## src/rtl/sha1_msg_padder.sv

```systemverilog
// SHA-1 transmit-side message padder: packs a 32-bit big-endian word stream into
// 512-bit chunks, appends FIPS 180-4 padding and hands each chunk to the hash engine.
module sha1_msg_padder #(
    parameter int unsigned LEN_W = 61
) (
    input  logic         clk,
    input  logic         reset,
    input  logic [31:0]  s_data_i,
    input  logic         s_valid_i,
    input  logic         s_last_i,
    input  logic [2:0]   s_bytes_i,
    output logic         s_ready_o,
    output logic [511:0] msg_o,
    output logic         start_o,
    output logic         is_first_o,
    output logic         is_last_o,
    input  logic         hash_busy_i
);
    localparam int unsigned CHUNK_W = 512;
    localparam int unsigned WORD_W  = 32;
    localparam int unsigned IDX_W   = 4;
    localparam int unsigned B_W     = 7;
    localparam int unsigned BLEN_W  = 64;

    typedef enum logic [1:0] {
        FILL,
        ISSUE,
        GUARD
    } state_e;

    state_e               state_q, state_d;
    logic [CHUNK_W-1:0]   bld_q, bld_d;
    logic [IDX_W-1:0]     idx_q, idx_d;
    logic [LEN_W-1:0]     cnt_q, cnt_d;
    logic                 first_pend_q, first_pend_d;
    logic                 extra_pend_q, extra_pend_d;
    logic                 extra_80_q, extra_80_d;
    logic                 last_flag_q, last_flag_d;
    logic                 ready_q, ready_d;
    logic [CHUNK_W-1:0]   msg_q, msg_d;
    logic                 start_q, start_d;
    logic                 is_first_q, is_first_d;
    logic                 is_last_q, is_last_d;

    logic                 accept;
    logic [2:0]           bytes_eff;
    logic [LEN_W-1:0]     cnt_acc;
    logic [B_W-1:0]       b;
    logic [BLEN_W-1:0]    len_acc;
    logic [BLEN_W-1:0]    len_cur;
    logic [CHUNK_W-1:0]   wr_bld;
    logic [CHUNK_W-1:0]   pad_bld;
    logic [CHUNK_W-1:0]   extra_bld;

    assign s_ready_o  = ready_q;
    assign msg_o      = msg_q;
    assign start_o    = start_q;
    assign is_first_o = is_first_q;
    assign is_last_o  = is_last_q;

    // Byte accounting for the word offered this cycle
    assign accept    = s_valid_i & ready_q;
    assign bytes_eff = (s_bytes_i > 3'd4) ? 3'd4 : s_bytes_i;
    assign cnt_acc   = cnt_q + (s_last_i ? LEN_W'(bytes_eff) : LEN_W'(4));
    assign b         = {1'b0, idx_q, 2'b00} + B_W'(bytes_eff);
    assign len_acc   = BLEN_W'({cnt_acc, 3'b000});
    assign len_cur   = BLEN_W'({cnt_q, 3'b000});

    // Build buffer with the incoming word, and its padded variant for a final word
    always_comb begin
        wr_bld = bld_q;
        wr_bld[{4'd15 - idx_q, 5'd0} +: WORD_W] = s_data_i;
        pad_bld = wr_bld;
        for (int k = 0; k < 64; k++) begin
            if (B_W'(k) == b) begin
                pad_bld[(63 - k) * 8 +: 8] = 8'h80;
            end else if (B_W'(k) > b) begin
                if (b <= B_W'(55) && k >= 56) begin
                    pad_bld[(63 - k) * 8 +: 8] = len_acc[(63 - k) * 8 +: 8];
                end else begin
                    pad_bld[(63 - k) * 8 +: 8] = 8'h00;
                end
            end
        end
    end

    // Trailing chunk when the length field did not fit after the data
    always_comb begin
        extra_bld                              = '0;
        extra_bld[BLEN_W-1:0]                  = len_cur;
        extra_bld[CHUNK_W-1 -: 8]              = extra_80_q ? 8'h80 : 8'h00;
    end

    always_ff @(posedge clk or posedge reset) begin
        if (reset) begin
            state_q      <= FILL;
            bld_q        <= '0;
            idx_q        <= '0;
            cnt_q        <= '0;
            first_pend_q <= 1'b1;
            extra_pend_q <= 1'b0;
            extra_80_q   <= 1'b0;
            last_flag_q  <= 1'b0;
            ready_q      <= 1'b0;
            msg_q        <= '0;
            start_q      <= 1'b0;
            is_first_q   <= 1'b0;
            is_last_q    <= 1'b0;
        end else begin
            state_q      <= state_d;
            bld_q        <= bld_d;
            idx_q        <= idx_d;
            cnt_q        <= cnt_d;
            first_pend_q <= first_pend_d;
            extra_pend_q <= extra_pend_d;
            extra_80_q   <= extra_80_d;
            last_flag_q  <= last_flag_d;
            ready_q      <= ready_d;
            msg_q        <= msg_d;
            start_q      <= start_d;
            is_first_q   <= is_first_d;
            is_last_q    <= is_last_d;
        end
    end

    always_comb begin
        state_d      = state_q;
        bld_d        = bld_q;
        idx_d        = idx_q;
        cnt_d        = cnt_q;
        first_pend_d = first_pend_q;
        extra_pend_d = extra_pend_q;
        extra_80_d   = extra_80_q;
        last_flag_d  = last_flag_q;
        msg_d        = msg_q;
        start_d      = 1'b0;
        is_first_d   = is_first_q;
        is_last_d    = is_last_q;

        case (state_q)
            FILL: begin
                if (accept) begin
                    idx_d = IDX_W'(idx_q + 4'd1);
                    cnt_d = cnt_acc;
                    if (s_last_i) begin
                        bld_d   = pad_bld;
                        state_d = ISSUE;
                        if (b <= B_W'(55)) begin
                            last_flag_d = 1'b1;
                        end else begin
                            last_flag_d  = 1'b0;
                            extra_pend_d = 1'b1;
                            extra_80_d   = (b == B_W'(64));
                        end
                    end else begin
                        bld_d = wr_bld;
                        if (idx_q == 4'd15) begin
                            last_flag_d = 1'b0;
                            state_d     = ISSUE;
                        end
                    end
                end
            end
            ISSUE: begin
                if (!hash_busy_i) begin
                    msg_d        = bld_q;
                    is_first_d   = first_pend_q;
                    is_last_d    = last_flag_q;
                    start_d      = 1'b1;
                    first_pend_d = 1'b0;
                    state_d      = GUARD;
                end
            end
            GUARD: begin
                // Engine has not yet raised busy for the chunk just issued
                if (extra_pend_q) begin
                    bld_d        = extra_bld;
                    last_flag_d  = 1'b1;
                    extra_pend_d = 1'b0;
                    state_d      = ISSUE;
                end else if (last_flag_q) begin
                    cnt_d        = '0;
                    idx_d        = '0;
                    first_pend_d = 1'b1;
                    state_d      = FILL;
                end else begin
                    idx_d   = '0;
                    state_d = FILL;
                end
            end
            default: state_d = FILL;
        endcase

        ready_d = (state_d == FILL);
    end

endmodule

```

## config.mk

```make
export PLATFORM = sky130hd
export DESIGN_NAME = sha1_msg_padder
export DESIGN_NICKNAME = d
export VERILOG_FILES = /design/src/rtl/sha1_msg_padder.sv
export SDC_FILE = /design/constraint.sdc
export NUM_CORES = 2
export LEC_CHECK = 0
export ABC_AREA = 0
export CAP_MARGIN = 5
export CORE_MARGIN = 3
export CORE_UTILIZATION = 55
export CTS_BUF_LIST = sky130_fd_sc_hd__clkbuf_8
export CTS_CLUSTER_DIAMETER = 80
export DETAILED_ROUTE_END_ITERATION = 7
export GPL_TIMING_DRIVEN = 0
export PLACE_DENSITY = 0.79
export SLEW_MARGIN = 10
export SYNTH_ARGS = -nofsm -noshare
export SYNTH_HDL_FRONTEND = slang
export SYNTH_SLANG_ARGS = --single-unit
```

## constraint.sdc

```tcl
create_clock -name clk -period 104.2 [get_ports clk]
set_input_delay 26.05 -clock clk [delete_from_list [all_inputs] [get_ports clk]]
set_output_delay 26.05 -clock clk [all_outputs]
set_load 0.05 [all_outputs]
```

### Word-level counts from Yosys, hierarchy flattened

Cells that the tools add are included.
Widths: inputs -> output; s select.

* add/sub/neg operators: 5
* magnitude comparators: 66
* eq/ne operators: 75
* shift-type cells: 2
* muxes and demuxes: 173
* bitwise gates (word level): 3
* reduce and logical (&&, ||, !) cells: 13

Operators with widths (count)
* $mux 512: 3
* $mux 8: 137
* $pmux 512 s2: 1
* $bwmux 512: 1
* $shift 32x11->512 const A: 1
* $shiftx 32x11->512: 1
* $eq 6x7->1 const A: 32
* $gt 6x7->1 const A: 32
* $mux 61: 3
* $pmux 61 s2: 1
* $eq 5x7->1 const A: 16
* $gt 5x7->1 const A: 16
* $add 61x3->61: 1
* $eq 4x7->1 const A: 8
* $gt 4x7->1 const A: 8
* $eq 3x7->1 const A: 4
* $gt 3x7->1 const A: 4
* $reduce_and 4->1: 5
* $eq 2x7->1 const A: 2
* $gt 1x7->1 const A: 2
* $gt 2x7->1 const A: 2
* $mux 1: 14
* $ne 2x2->1 const B: 7
* $neg 9->11: 1
* 24 further kinds: 35

* flip-flop bits (word level): 1099
* input port bits: 40
* output and inout port bits: 516
* logic and storage cells: 350

### Depth between registers and ports, before layout

* depth after elaboration: 10
* mapped depth: 13

### Least setup slack after synthesis

No wires, ideal clock.

* path kind: input port to flip-flop
* start point: input s_last_i
* end point: register bld_q[59]
* library setup time: 0.104 ns
* arrival: 29.083 ns
* data required time: 104.096 ns
* path slack: 75.013 ns
* stages: 13
* cell sequence: clkinv_1 nor3_1 ha_1 inv_1 fa_1 nand2b_1 a2111oi_4 nand3_2 buf_2 nor2_1 nand4_1 mux2i_1 a221oi_1

* longest elaborated chain between the ends: 8

Ends and longest elaborated chain
* from (decl): line 10 `input logic s_last_i,`
* $mux 3: line 64 `assign cnt_acc = cnt_q + (s_last_i ? LEN_W'(bytes_eff) : LEN_W'(4));`
* $add 61x3->61: line 64
* $mux 8: line 78 `if (b <= B_W'(55) && k >= 56) begin`
* $mux 8: line 77 `end else if (B_W'(k) > b) begin`
* $mux 8: line 75 `if (B_W'(k) == b) begin`
* $mux 512 *: line 145 `if (s_last_i) begin`
* $mux 512 *: line 142 `if (accept) begin`
* $pmux 512 s2 *: line 140 `case (state_q)`
* to (signal assigned): line 111 `bld_q <= bld_d;`
* to (decl): line 32 `logic [CHUNK_W-1:0] bld_q, bld_d;`

Every way passes the cells marked *; elsewhere a longest branch is shown, timed or not. The select of a mux whose other input is x is not followed.
A chain may end at the register's enable or synchronous reset.

### Worst setup path after layout

Same ends and word-level chain as after synthesis.

==> results.yml <==
yosys:
  async_flop_share_pct: 100
  netlist_instances: 4125
  synth_ff_type: "dfrtp_1"
  synth_top_family_by_area: "compound AO/OA/AOI/OAI gates"
  synthAdderAreaFrac_pct: 0.252
  synth_nets: 4174
  synth_cell_types: 108
  synth_compound_area_share_pct: 15.0
  ys_seq_area_share_pct: 57.7
  synthMuxAreaShare_pct: 13.1
  yosys_warnings: 0
  syn_avg_cell_area_sq_um: 11.6
  syn_area_sq_mm: 0.0477
  synth-edff-count: 0
  ys_ff_latch: 1099
  synthSimpleGateAreaFrac_pct: 10.1
  synth_xor_area_share_pct: 1.05
cells_and_area:
  final_cell_mix: "dfrtp_1 (1098), clkdlybuf4s50_1 (545), mux2_2 (516)"
  multiInputGateArea_sq_mm: 0.0189
  layout.nets: 4907
  layout_commonest_cell: "dfrtp_1"
  drive_gt1_share_pct: 18.2
  post-route-util_pct: 68.3
  syn2layout_area_growth_pct: 22.6
  fill_cells: 6367
  seqCellArea_sq_mm: 0.0275
critical_path:
  startpoint_type: "input port"
  reg2reg_to: "idx_q[2]"
  required_ns: 104.99
  r2r_start: "state_q[1]"
  r2r_cells: 8
  end_kind: "flip-flop"
  arrival_ns: 31.34
  r2r_slack_ns: 99.01
  worst-path-max-fanout: 10
  path_class: "in2reg"
sta:
  min_period_ns: 30.55
  hold_viol_final: 0
  fin_skew_ns: 0.0337
  finalSetupTns_ns: 0
  rsz0062_at_grt: "false"
  fmax_ghz: 0.0327
  setup_violations: 0
  fin_ws_ns: 73.65
  worst_pin_slew_ns: 1.44
  slew_violations: 0
  holdWs_ns: 0.473
  relSlewSlack_pct: 4.06
  min_period_over_period_pct: 29.3
detailed_routing:
  top_layer: "met5"
  met3_length_microns: 22800
  drtAntennaViolNets: 0
  met2_length_microns: 88500
  met1Wirelength_microns: 76000
  routed_wl_microns: 204000
  drcViolationCount: 0
  drt_iter0_drc: 5010
  drtPass1Iterations: 6
  viasPerCell: 6.62
  wl_per_cell_microns: 33.3
  route.vias.total: 40700
placed_design:
  gp_congestion: 1.09
  place_ws_ns: 72.96
  place_hpwl_microns: 149000
  port_buffers: 545
cts:
  ctsLongestPathBuffers: 3
  cts_setup_buffers: 0
  cts.htree.levels: 4
  path_clk_slew_ns: 0.07
  tritoncts: "yes"
  clock_latency_ns: 0.90
  ctsResizeCount: 0
  cts_root_buf: "clkbuf_8"
  cts_hold_buf: 0
  clkSinkCount: 1099
  cts_inserted_buffers: 175
global_route:
  grt_pass1_wl_microns: 288000
  antenna_found_initial: 15
  grt_pass1_vias: 40100
  grt.overflow.total: 0
  groute.usage.overall_pct: 44.9
  grt_max_degree: 126
power_and_ir_drop:
  power_mw: 1.51
  power_density_mw_per_mm2: 25.9
  p_leak_nw: 26.3
  ir_worst_vdd_mv: 0.0219
flow_run:
  max_cap_viol_count: 0
run_status:
  status: "finished, final reports clean"
floorplanning:
  die_h_microns: 300
  die-area_sq_mm: 0.0902
  floorplan.initialDensity_pct: 55.7
  io_pins: 556
  core_sq_mm: 0.0855
  fp.dieW_microns: 300
  fp-row-count: 107
hold_path:
  hp-start: "bld_q[426]"
  hold_end: "bld_q[426]"
  whs_path_depth: 2
  min-delay-path-class: "reg2reg"
## worst max-delay path, cell delays in order
cell	delay [ns]
clkdlybuf4s50_1	0.54
clkinv_1	0.45
nor3_1	0.54
ha_1	0.33
inv_1	0.08
fa_1	0.42
nand2b_1	0.25
a2111oi_4	0.87
nand3_2	0.37
buf_2	0.37
nor2_1	0.37
nand4_1	0.24
mux2i_1	0.17
a221oi_1	0.27
## registers in the layout (all words and copies together), names as in the netlist, 2 cells and up
signal and count:
bld_q 512, cnt_q 61, idx_q 4, msg_o 512, state_q 2
## final cells by class
| type | count | share of cell area, % |
|---|---|---|
| tap | 1144 | 2.45 |
| multi-input combinational | 2694 | 32.3 |
| timing repair buffer | 556 | 9.79 |
| inverter | 29 | 0.199 |
| clock inverter | 91 | 1.00 |
| clock buffer | 215 | 5.06 |
| sequential | 1099 | 47.0 |
| antenna | 8 | 0.0342 |
| buffer | 303 | 2.12 |
## per-stage QoR
stage / instances / area [sq um]
floorplan: 4125 / 47700
global placement: 5814 / 54600
detailed placement: 5824 / 54900
CTS: 6130 / 58400
global route: 6133 / 58400
finish: 6139 / 58500
## layer usage
layer  up-vias  GRT usage, %
met5         -             0
met4        10          30.7
met3       752          14.0
met2      2748          65.9
met1     20600          57.1
li1      16500             -
## synth_stat cells, drive strengths merged, types with 5 or more instances
cell type | n | area share (%)
o21a | 6 | 0.094
nand3b | 5 | 0.079
o31ai | 38 | 0.61
a21boi | 8 | 0.14
o22ai | 39 | 0.51
nor2b | 15 | 0.20
a211o | 6 | 0.11
clkbuf | 220 | 1.7
ha | 8 | 0.21
a221oi | 13 | 0.25
xnor2 | 38 | 0.70
xor2 | 19 | 0.35
a211oi | 6 | 0.10
and4 | 7 | 0.13
buf | 83 | 0.84
a21oi | 255 | 2.7
nor2 | 241 | 1.9
o2bb2ai | 22 | 0.40
nand3 | 121 | 1.3
and2 | 23 | 0.30
nand4 | 58 | 0.81
nor3 | 45 | 0.52
o221ai | 15 | 0.34
or2 | 12 | 0.16
a22o | 154 | 2.8
o211ai | 8 | 0.14
a311oi | 5 | 0.10
o21ai | 236 | 2.5
mux2i | 44 | 0.95
o21bai | 7 | 0.11
nand2b | 20 | 0.26
a32o | 108 | 2.3
a21o | 7 | 0.11
a31oi | 36 | 0.50
dfrtp | 1098 | 58
a221o | 10 | 0.21
nor4 | 17 | 0.34
o221a | 5 | 0.12
nand2 | 433 | 3.4
inv | 27 | 0.21
and3 | 24 | 0.32
or3 | 12 | 0.16
mux2 | 516 | 12
## report_power, final
| part | total (mW) | internal [mW] | switching (mW) |
|---|---|---|---|
| clock network | 0.378 | 0.197 | 0.181 |
| registers | 0.542 | 0.491 | 0.0515 |
| logic | 0.593 | 0.161 | 0.433 |
| total | 1.51 | 0.849 | 0.665 |
## cells by family after synthesis
| logic type | after synthesis |
|---|---|
| XOR/XNOR | 57 |
| AND/OR/NAND/NOR | 1045 |
| AO/OA/AOI/OAI | 1023 |
| multiplexers | 560 |
| buffers and inverters | 332 |
| flip-flops | 1099 |
| adder cells (fa/ha/maj) | 9 |
## worst max-delay path by stage
stage | from | slack (ns) | end | cells after the start
detailed placement | s_last_i | 72.96 | bld_q[59] | 14
floorplan | reset | 47.21 | bld_q[0] | 1
global route | s_last_i | 73.54 | bld_q[59] | 14
global placement | reset | 35.40 | msg_o[248] | 2
CTS | s_last_i | 73.86 | bld_q[59] | 14
finish | s_last_i | 73.65 | bld_q[59] | 14
No activity file was read; power rests on OpenSTA's default activity.
